File: config.mk
export PLATFORM = sky130hd
export DESIGN_NAME = control_unit_flat
export DESIGN_NICKNAME = d
export VERILOG_FILES = /design/src/rtl/control_unit_if.sv /design/src/rtl/control_unit.sv /design/src/flat_wrapper.sv
export SDC_FILE = /design/constraint.sdc
export NUM_CORES = 1
export LEC_CHECK = 0
export BUFFER_PORTS_ARGS = -buffer_cell sky130_fd_sc_hd__buf_2
export CAP_MARGIN = 15
export CORE_MARGIN = 1.5
export CORE_UTILIZATION = 45
export CTS_BUF_LIST = sky130_fd_sc_hd__clkbuf_2
export DETAILED_ROUTE_END_ITERATION = 7
export GPL_TIMING_DRIVEN = 0
export PLACE_DENSITY = 0.95
export SLEW_MARGIN = 20
export SYNTH_ARGS = -nofsm -noshare
export SYNTH_HDL_FRONTEND = slang
export SYNTH_SLANG_ARGS = --single-unit
File: constraint.sdc
create_clock -name clk -period 1.8 [get_ports clk]
set_clock_uncertainty 0.15 [all_clocks]
set_input_delay 0.09 -clock clk [delete_from_list [all_inputs] [get_ports clk]]
set_output_delay 0.09 -clock clk [all_outputs]
set_load 0.01 [all_outputs]
File: src/rtl/control_unit_if.sv
// control_unit_if: bundles the instruction/flag/memory inputs and every
// control output that the sequencer drives into Processing_Unit.
//   master : seen by control_unit (consumes instruction/Zflag/mem_word,
//            drives loads, muxes, write strobe, decoded operands, status)
//   slave  : seen by Processing_Unit / testbench (the mirror image)
interface control_unit_if #(
    parameter int word_size = 10,
    parameter int Sel1_size = 3,
    parameter int Sel2_size = 3
);
    logic [word_size-1:0] instruction;
    logic                 Zflag;
    logic [word_size-1:0] mem_word;

    logic                 Load_R0, Load_R1, Load_R2, Load_R3;
    logic                 Load_PC, Inc_PC;
    logic [Sel1_size-1:0] Sel_Bus_1a_Mux;
    logic [Sel1_size-1:0] Sel_Bus_1b_Mux;
    logic [Sel2_size-1:0] Sel_Bus_2_Mux;
    logic                 Load_IR, Load_Add_R, Load_Reg_Z;
    logic                 write;
    logic [6:0]           address_decoded;
    logic [7:0]           constant_decoded;
    logic                 halted;
    logic                 illegal;

    modport master (
        input  instruction, Zflag, mem_word,
        output Load_R0, Load_R1, Load_R2, Load_R3, Load_PC, Inc_PC,
               Sel_Bus_1a_Mux, Sel_Bus_1b_Mux, Sel_Bus_2_Mux,
               Load_IR, Load_Add_R, Load_Reg_Z, write,
               address_decoded, constant_decoded, halted, illegal
    );

    modport slave (
        output instruction, Zflag, mem_word,
        input  Load_R0, Load_R1, Load_R2, Load_R3, Load_PC, Inc_PC,
               Sel_Bus_1a_Mux, Sel_Bus_1b_Mux, Sel_Bus_2_Mux,
               Load_IR, Load_Add_R, Load_Reg_Z, write,
               address_decoded, constant_decoded, halted, illegal
    );
endinterface

File: src/rtl/control_unit.sv
// control_unit: multi-cycle fetch/decode/execute sequencer for Processing_Unit.
// Ports:
//   clk  : rising-edge clock
//   rst  : synchronous active-high reset
//   bus  : control_unit_if.master -- instruction, Zflag, mem_word in;
//          register/PC/IR/Add_R/Z loads, bus mux selects, write strobe,
//          registered operand address/constant, halted and illegal out.
// Controls are a combinational decode of the state register (and the
// instruction / Zflag where needed); the only flops are the state and the
// two operand registers captured while the operand word is on mem_word.
module control_unit #(
    parameter int word_size = 10,
    parameter int op_size   = 4,
    parameter int Sel1_size = 3,
    parameter int Sel2_size = 3
) (
    input logic          clk,
    input logic          rst,
    control_unit_if.master bus
);
    localparam logic [3:0] S_idle = 4'd0;
    localparam logic [3:0] S_fet1 = 4'd1;
    localparam logic [3:0] S_fet2 = 4'd2;
    localparam logic [3:0] S_dec  = 4'd3;
    localparam logic [3:0] S_ex1  = 4'd4;
    localparam logic [3:0] S_op   = 4'd5;
    localparam logic [3:0] S_adr  = 4'd6;
    localparam logic [3:0] S_rd   = 4'd7;
    localparam logic [3:0] S_wr   = 4'd8;
    localparam logic [3:0] S_br   = 4'd9;
    localparam logic [3:0] S_ldi  = 4'd10;
    localparam logic [3:0] S_halt = 4'd11;

    localparam logic [op_size-1:0] OP_NOP  = 4'd0;
    localparam logic [op_size-1:0] OP_NOT  = 4'd4;
    localparam logic [op_size-1:0] OP_RD   = 4'd5;
    localparam logic [op_size-1:0] OP_WR   = 4'd6;
    localparam logic [op_size-1:0] OP_BR   = 4'd7;
    localparam logic [op_size-1:0] OP_BRZ  = 4'd8;
    localparam logic [op_size-1:0] OP_LDI  = 4'd9;
    localparam logic [op_size-1:0] OP_HALT = 4'd15;

    localparam logic [Sel1_size-1:0] SEL1_PC    = Sel1_size'(4);
    localparam logic [Sel2_size-1:0] SEL2_ALU   = Sel2_size'(0);
    localparam logic [Sel2_size-1:0] SEL2_BUS1A = Sel2_size'(1);
    localparam logic [Sel2_size-1:0] SEL2_MEM   = Sel2_size'(2);
    localparam logic [Sel2_size-1:0] SEL2_CONST = Sel2_size'(3);
    localparam logic [Sel2_size-1:0] SEL2_ADDR  = Sel2_size'(4);

    logic [3:0] state, nxt;
    logic [6:0] addr_q;
    logic [7:0] const_q;

    logic [op_size-1:0] op;
    logic [1:0]         dest, src1, src2;
    logic               is_alu, is_two_word;

    assign op   = bus.instruction[word_size-1 -: op_size];
    assign dest = bus.instruction[5:4];
    assign src1 = bus.instruction[3:2];
    assign src2 = bus.instruction[1:0];

    assign is_alu      = (op != OP_NOP) && (op <= OP_NOT);
    assign is_two_word = (op >= OP_RD) && (op <= OP_LDI);

    // operand word upper bits carry nothing for this machine
    logic unused_mem_bits;
    assign unused_mem_bits = ^bus.mem_word[word_size-1:8];

    logic                 ld_reg;
    logic                 load_pc, inc_pc, load_ir, load_add_r, load_reg_z;
    logic                 wr, halt_o, illegal_o;
    logic [Sel1_size-1:0] sel1a, sel1b;
    logic [Sel2_size-1:0] sel2;

    always_comb begin
        nxt        = state;
        ld_reg     = 1'b0;
        load_pc    = 1'b0;
        inc_pc     = 1'b0;
        load_ir    = 1'b0;
        load_add_r = 1'b0;
        load_reg_z = 1'b0;
        wr         = 1'b0;
        halt_o     = 1'b0;
        illegal_o  = 1'b0;
        sel1a      = '0;
        sel1b      = '0;
        sel2       = '0;
        case (state)
            S_idle: nxt = S_fet1;
            S_fet1: begin
                sel1a      = SEL1_PC;
                sel2       = SEL2_BUS1A;
                load_add_r = 1'b1;
                nxt        = S_fet2;
            end
            S_fet2: begin
                sel2    = SEL2_MEM;
                load_ir = 1'b1;
                inc_pc  = 1'b1;
                nxt     = S_dec;
            end
            S_dec: begin
                if (is_alu) begin
                    sel1a = Sel1_size'(src1);
                    sel1b = Sel1_size'(src2);
                    nxt   = S_ex1;
                end else if (op == OP_NOP) begin
                    nxt = S_fet1;
                end else if (is_two_word) begin
                    // point Add_R at the operand word (PC already advanced)
                    sel1a      = SEL1_PC;
                    sel2       = SEL2_BUS1A;
                    load_add_r = 1'b1;
                    nxt        = S_op;
                end else if (op == OP_HALT) begin
                    nxt = S_halt;
                end else begin
                    illegal_o = 1'b1;
                    nxt       = S_fet1;
                end
            end
            S_ex1: begin
                sel1a      = Sel1_size'(src1);
                sel1b      = Sel1_size'(src2);
                sel2       = SEL2_ALU;
                load_reg_z = 1'b1;
                ld_reg     = 1'b1;
                nxt        = S_fet1;
            end
            S_op: begin
                inc_pc = 1'b1;
                if (op == OP_RD || op == OP_WR)       nxt = S_adr;
                else if (op == OP_BR || op == OP_BRZ) nxt = S_br;
                else                                  nxt = S_ldi;
            end
            S_adr: begin
                sel2       = SEL2_ADDR;
                load_add_r = 1'b1;
                nxt        = (op == OP_WR) ? S_wr : S_rd;
            end
            S_rd: begin
                sel2   = SEL2_MEM;
                ld_reg = 1'b1;
                nxt    = S_fet1;
            end
            S_wr: begin
                sel1a = Sel1_size'(src1);
                wr    = 1'b1;
                nxt   = S_fet1;
            end
            S_br: begin
                sel2    = SEL2_ADDR;
                load_pc = (op == OP_BR) || bus.Zflag;
                nxt     = S_fet1;
            end
            S_ldi: begin
                sel2   = SEL2_CONST;
                ld_reg = 1'b1;
                nxt    = S_fet1;
            end
            S_halt: begin
                halt_o = 1'b1;
                nxt    = S_halt;
            end
            default: nxt = S_idle;
        endcase
    end

    always_ff @(posedge clk) begin
        if (rst) begin
            state   <= S_idle;
            addr_q  <= '0;
            const_q <= '0;
        end else begin
            state <= nxt;
            // mem_word holds the operand word while in S_op
            if (state == S_op) begin
                addr_q  <= bus.mem_word[6:0];
                const_q <= bus.mem_word[7:0];
            end
        end
    end

    assign bus.Load_R0          = ld_reg && (dest == 2'd0);
    assign bus.Load_R1          = ld_reg && (dest == 2'd1);
    assign bus.Load_R2          = ld_reg && (dest == 2'd2);
    assign bus.Load_R3          = ld_reg && (dest == 2'd3);
    assign bus.Load_PC          = load_pc;
    assign bus.Inc_PC           = inc_pc;
    assign bus.Sel_Bus_1a_Mux   = sel1a;
    assign bus.Sel_Bus_1b_Mux   = sel1b;
    assign bus.Sel_Bus_2_Mux    = sel2;
    assign bus.Load_IR          = load_ir;
    assign bus.Load_Add_R       = load_add_r;
    assign bus.Load_Reg_Z       = load_reg_z;
    assign bus.write            = wr;
    assign bus.address_decoded  = addr_q;
    assign bus.constant_decoded = const_q;
    assign bus.halted           = halt_o;
    assign bus.illegal          = illegal_o;
endmodule

File: src/flat_wrapper.sv
// flat-port wrapper written by rule: the top's interface ports become plain ports
module control_unit_flat 
#(
    parameter int word_size = 10,
    parameter int op_size   = 4,
    parameter int Sel1_size = 3,
    parameter int Sel2_size = 3
)
  (clk, rst, bus_instruction, bus_Zflag, bus_mem_word, bus_Load_R0, bus_Load_R1, bus_Load_R2, bus_Load_R3, bus_Load_PC, bus_Inc_PC, bus_Sel_Bus_1a_Mux, bus_Sel_Bus_1b_Mux, bus_Sel_Bus_2_Mux, bus_Load_IR, bus_Load_Add_R, bus_Load_Reg_Z, bus_write, bus_address_decoded, bus_constant_decoded, bus_halted, bus_illegal);
  control_unit_if #(.word_size(word_size), .Sel1_size(Sel1_size), .Sel2_size(Sel2_size)) bus_i ();
  input logic clk;
  input logic rst;
  input wire logic [$bits(bus_i.instruction)-1:0] bus_instruction;
  input wire logic [$bits(bus_i.Zflag)-1:0] bus_Zflag;
  input wire logic [$bits(bus_i.mem_word)-1:0] bus_mem_word;
  output wire logic [$bits(bus_i.Load_R0)-1:0] bus_Load_R0;
  output wire logic [$bits(bus_i.Load_R1)-1:0] bus_Load_R1;
  output wire logic [$bits(bus_i.Load_R2)-1:0] bus_Load_R2;
  output wire logic [$bits(bus_i.Load_R3)-1:0] bus_Load_R3;
  output wire logic [$bits(bus_i.Load_PC)-1:0] bus_Load_PC;
  output wire logic [$bits(bus_i.Inc_PC)-1:0] bus_Inc_PC;
  output wire logic [$bits(bus_i.Sel_Bus_1a_Mux)-1:0] bus_Sel_Bus_1a_Mux;
  output wire logic [$bits(bus_i.Sel_Bus_1b_Mux)-1:0] bus_Sel_Bus_1b_Mux;
  output wire logic [$bits(bus_i.Sel_Bus_2_Mux)-1:0] bus_Sel_Bus_2_Mux;
  output wire logic [$bits(bus_i.Load_IR)-1:0] bus_Load_IR;
  output wire logic [$bits(bus_i.Load_Add_R)-1:0] bus_Load_Add_R;
  output wire logic [$bits(bus_i.Load_Reg_Z)-1:0] bus_Load_Reg_Z;
  output wire logic [$bits(bus_i.write)-1:0] bus_write;
  output wire logic [$bits(bus_i.address_decoded)-1:0] bus_address_decoded;
  output wire logic [$bits(bus_i.constant_decoded)-1:0] bus_constant_decoded;
  output wire logic [$bits(bus_i.halted)-1:0] bus_halted;
  output wire logic [$bits(bus_i.illegal)-1:0] bus_illegal;
  assign bus_i.instruction = bus_instruction;
  assign bus_i.Zflag = bus_Zflag;
  assign bus_i.mem_word = bus_mem_word;
  assign bus_Load_R0 = bus_i.Load_R0;
  assign bus_Load_R1 = bus_i.Load_R1;
  assign bus_Load_R2 = bus_i.Load_R2;
  assign bus_Load_R3 = bus_i.Load_R3;
  assign bus_Load_PC = bus_i.Load_PC;
  assign bus_Inc_PC = bus_i.Inc_PC;
  assign bus_Sel_Bus_1a_Mux = bus_i.Sel_Bus_1a_Mux;
  assign bus_Sel_Bus_1b_Mux = bus_i.Sel_Bus_1b_Mux;
  assign bus_Sel_Bus_2_Mux = bus_i.Sel_Bus_2_Mux;
  assign bus_Load_IR = bus_i.Load_IR;
  assign bus_Load_Add_R = bus_i.Load_Add_R;
  assign bus_Load_Reg_Z = bus_i.Load_Reg_Z;
  assign bus_write = bus_i.write;
  assign bus_address_decoded = bus_i.address_decoded;
  assign bus_constant_decoded = bus_i.constant_decoded;
  assign bus_halted = bus_i.halted;
  assign bus_illegal = bus_i.illegal;
  control_unit #(.word_size(word_size), .op_size(op_size), .Sel1_size(Sel1_size), .Sel2_size(Sel2_size)) u_core (.clk(clk), .rst(rst), .bus(bus_i));
endmodule
==> metrics.md <==
| Metric | Value |
|---|---|
| Synth Area per Inst | `7.00 um2` |
| Period minus WS final | `1770 ps` |
| Die area | `roughly 2500 um2` |
| Critical-path maximum fanout | `10` |
| Setup Viol. Count Final | `0` |
| PwrDens | `579 nW/um2` |
| Hold Path Cell Cnt | `2` |
| DRC | `0` |
| Vias/cell | `5.61` |
| Distinct cells, synth | `38` |
| Routed vias | `1319` |
| Worst R2R Setup Slack | `240 ps` |
| Sequential share of the synthesized area | `0.242` |
| Main combinational cell family by area after synthesis | `simple AND/OR/NAND/NOR gates` |
| Top-Level Pins | `59` |
| Design Area, Final | `1480 um2` |
| Layout Nets | `approximately 230` |
| Worst path required time | `approximately 1600 ps` |
| Dominant cells by area after synthesis | `dfxtp_1 (24%), buf_4 (7.6%), nand2_1 (7.2%), a21oi_1 (6.5%), nand2b_1 (5.7%)` |
| Pre-Repair DR Iteration Count | `5` |
| First-pass GRT wire length | `4730 um` |
| Synthesis-to-finish area growth | `49.1%` |
| Dominant synthesized flop cell | `dfxtp_1` |
| Gr usage total | `0.239` |
| Dpl cells | `222` |
| Vias in the first global route | `1096` |
| Die W | `50.0 um` |
| Drt wl/cell | `14.4 um` |
| CP startpoint | `u_core.state[3]` |
| EDFF count, synth | `0` |
| Final GP Congestion | `0.884` |
| Area share of and/or/nand/nor cells after synthesis | `0.361` |
| Mapped Area | `993 um2` |
| Multiplexer area fraction after synthesis | `0` |
| Peak Freq | `around 570 MHz` |
| Synthesis-stage register bit count | `12` |
| Largest net degree at the start of global routing | `11` |
| Clock Latency Late Sink | `~280 ps` |
| CTS tree | `done` |
| Most frequent cell after synthesis | `nand2_1` |
| Crit start category | `flip-flop` |
| Synth Area in Compound Gates | `0.257` |
| Antenna violations before repair | `0` |
| Critical path depth | `5` |
| Core Region | `about 2000 um2` |
| Worst vdd ir | `roughly 0.43 mV` |
| Reg clk slew, reported paths | `about 130 ps` |
| Routed WL | `approximately 3400 um` |
| Crit-path slowest cell | `dfxtp_4` |
| Max Slew Vio Count | `0` |
| Share of cells above drive strength 1 | `0.413` |
| Worst path cell trace | `clkbuf_2, nor2_1, and3_1, o21bai_1, buf_2` |
| # diodes | `0` |
| Hold Path Origin | `rst` |
| Starting Density | `0.491` |
| Max cap viols | `0` |
| PortBufs | `53` |
| Synthesized instance count | `142` |
| DP HPWL | `2120 um` |
| Top cells by count, synth | `nand2_1 (19), nor2_1 (14), a21oi_1 (13), dfxtp_1 (12), buf_4 (10)` |
| Rows | `16` |
| H-tree depth | `1` |
| Die Height | `roughly 50 um` |
| Async SR Flop Fraction | `0` |
| Yosys top cell area share | `0.242` |
| Post-Synth XOR/XNOR Area | `0.0176` |
| Critical path arrival | `1530 ps` |
| Clk sink count | `12` |
| Leakage | `0.000718 uW` |
| Antenna-violating nets left | `0` |
| Non-filler instance count after layout | `around 240` |
| Area after DPL | `1290 um2` |
| Outcome | `finished, final reports clean` |
| CTS buffer count | `3` |
| Synth warnings | `0` |
| Largest stage delay, worst path | `around 420 ps` |
| Mapped Nets | `165` |
| Hold Path Class | `in -> reg` |
| Crit end category | `primary output` |
| Worst R2R Path Depth | `5` |
| Remaining global-route overflow | `0` |
| CP delay by family, top | `flip-flops` |
| Clk root buf | `clkbuf_2` |
| Hold Violations, Final | `0` |
| First-iteration detailed-routing DRC count | `between 80 and 90` |
| Period utilization | `0.983` |
| Adder-cell area share of the yosys netlist | `0` |
| Clock tree buffer depth | `2` |
| Worst Path Buf+Inv | `2` |
| Reg2Reg Launch Point | `u_core.state[3]` |
| Crit path kind | `reg -> out` |
| Dominant cell type by area after synthesis | `dfxtp_1` |
-- placed cells by master, fill, tap and decap left out, types with 2 or more instances in the layout --
| cell type | count |
|---|---|
| buf_6 | 2 |
| nor2b_1 | 6 |
| inv_1 | 2 |
| a31oi_1 | 2 |
| dfxtp_4 | 4 |
| buf_2 | 56 |
| nand2_1 | 19 |
| dfxtp_1 | 8 |
| nand2b_1 | 6 |
| o31ai_1 | 3 |
| a22oi_1 | 2 |
| nor3_1 | 6 |
| buf_4 | 10 |
| a21oi_1 | 13 |
| nor2_1 | 14 |
| and3_1 | 3 |
| xor2_1 | 2 |
| o21ai_1 | 3 |
| dlygate4sd3_1 | 8 |
| nand2b_4 | 3 |
| o21ai_0 | 4 |
| nand4bb_1 | 3 |
| clkbuf_2 | 5 |
-- timing repair --
action / 4_1_cts / 5_1_grt
endpoints found under the setup margin: 5 / 8
hold endpoints to repair: 8 / 0
gates resized for setup: 6 / 18
pin swaps: 0 / 1
hold buffers: 8 / 0
setup buffers: 0 / 1
gates cloned: 0 / 0
-- state kept, by name (all words and copies together), names as in the netlist --
signal / cells
u_core.state: 4
u_core.bus.constant_decoded: 8
-- power breakdown --
part	internal, uW	switching, uW
registers	286	31.4
logic	192	211
clock network	48.2	89.6
total	526	332
-- path summary, 6_finish.rpt --
check	to
max	bus_Load_Add_R
min	u_core.bus.constant_decoded[6]
max reg2reg	u_core.state[2]
min reg2reg	u_core.bus.constant_decoded[7]
-- area by class of cell --
class                      count  area [um2]
clock inverter                 1        3.75
sequential                    12         255
buffer                        18         123
clock buffer                   3        15.0
inverter                       2        7.51
timing repair buffer          62         353
tap                           27        33.8
multi-input combinational    110         691
fill                         166         541
-- metrics by stage --
stage | util | hold slack, ps | total power (uW) | worst slack [ps] | TNS (ps)
2_1_floorplan | - | 76.0 | 536 | 278 | 0
3_3_place_gp | 0.639 | 183 | 637 | 108 | 0
3_5_place_dp | 0.639 | 189 | 647 | 97.6 | 0
4_1_cts | 0.694 | 70.3 | 798 | 1.45 | 0
5_1_grt | 0.733 | 107 | 903 | -78.1 | -150
6_report | 0.733 | 70.3 | 858 | 30.5 | 0
-- routing by layer --
layer,vias up,GRT usage,part of all wire
li1,623,-,-
met3,10,0.0455,0.084
met2,98,0.410,0.49
met1,588,0.298,0.40
met5,-,0,0
met4,0,0.0694,0.020
-- worst reg2reg max path, cell delays in order, from the launching register on --
cell and delay (ps):
dfxtp_4 400, nand4bb_1 260, buf_2 250, o31ai_1 220
o21ai_1 90, a21oi_1 120
-- cells by family after synthesis --
family          Yosys count
flops                    12
other cells               1
buf+inv                  20
compound gates           39
xor+xnor                  2
simple gates             68
No activity file was read; power rests on OpenSTA's default activity.
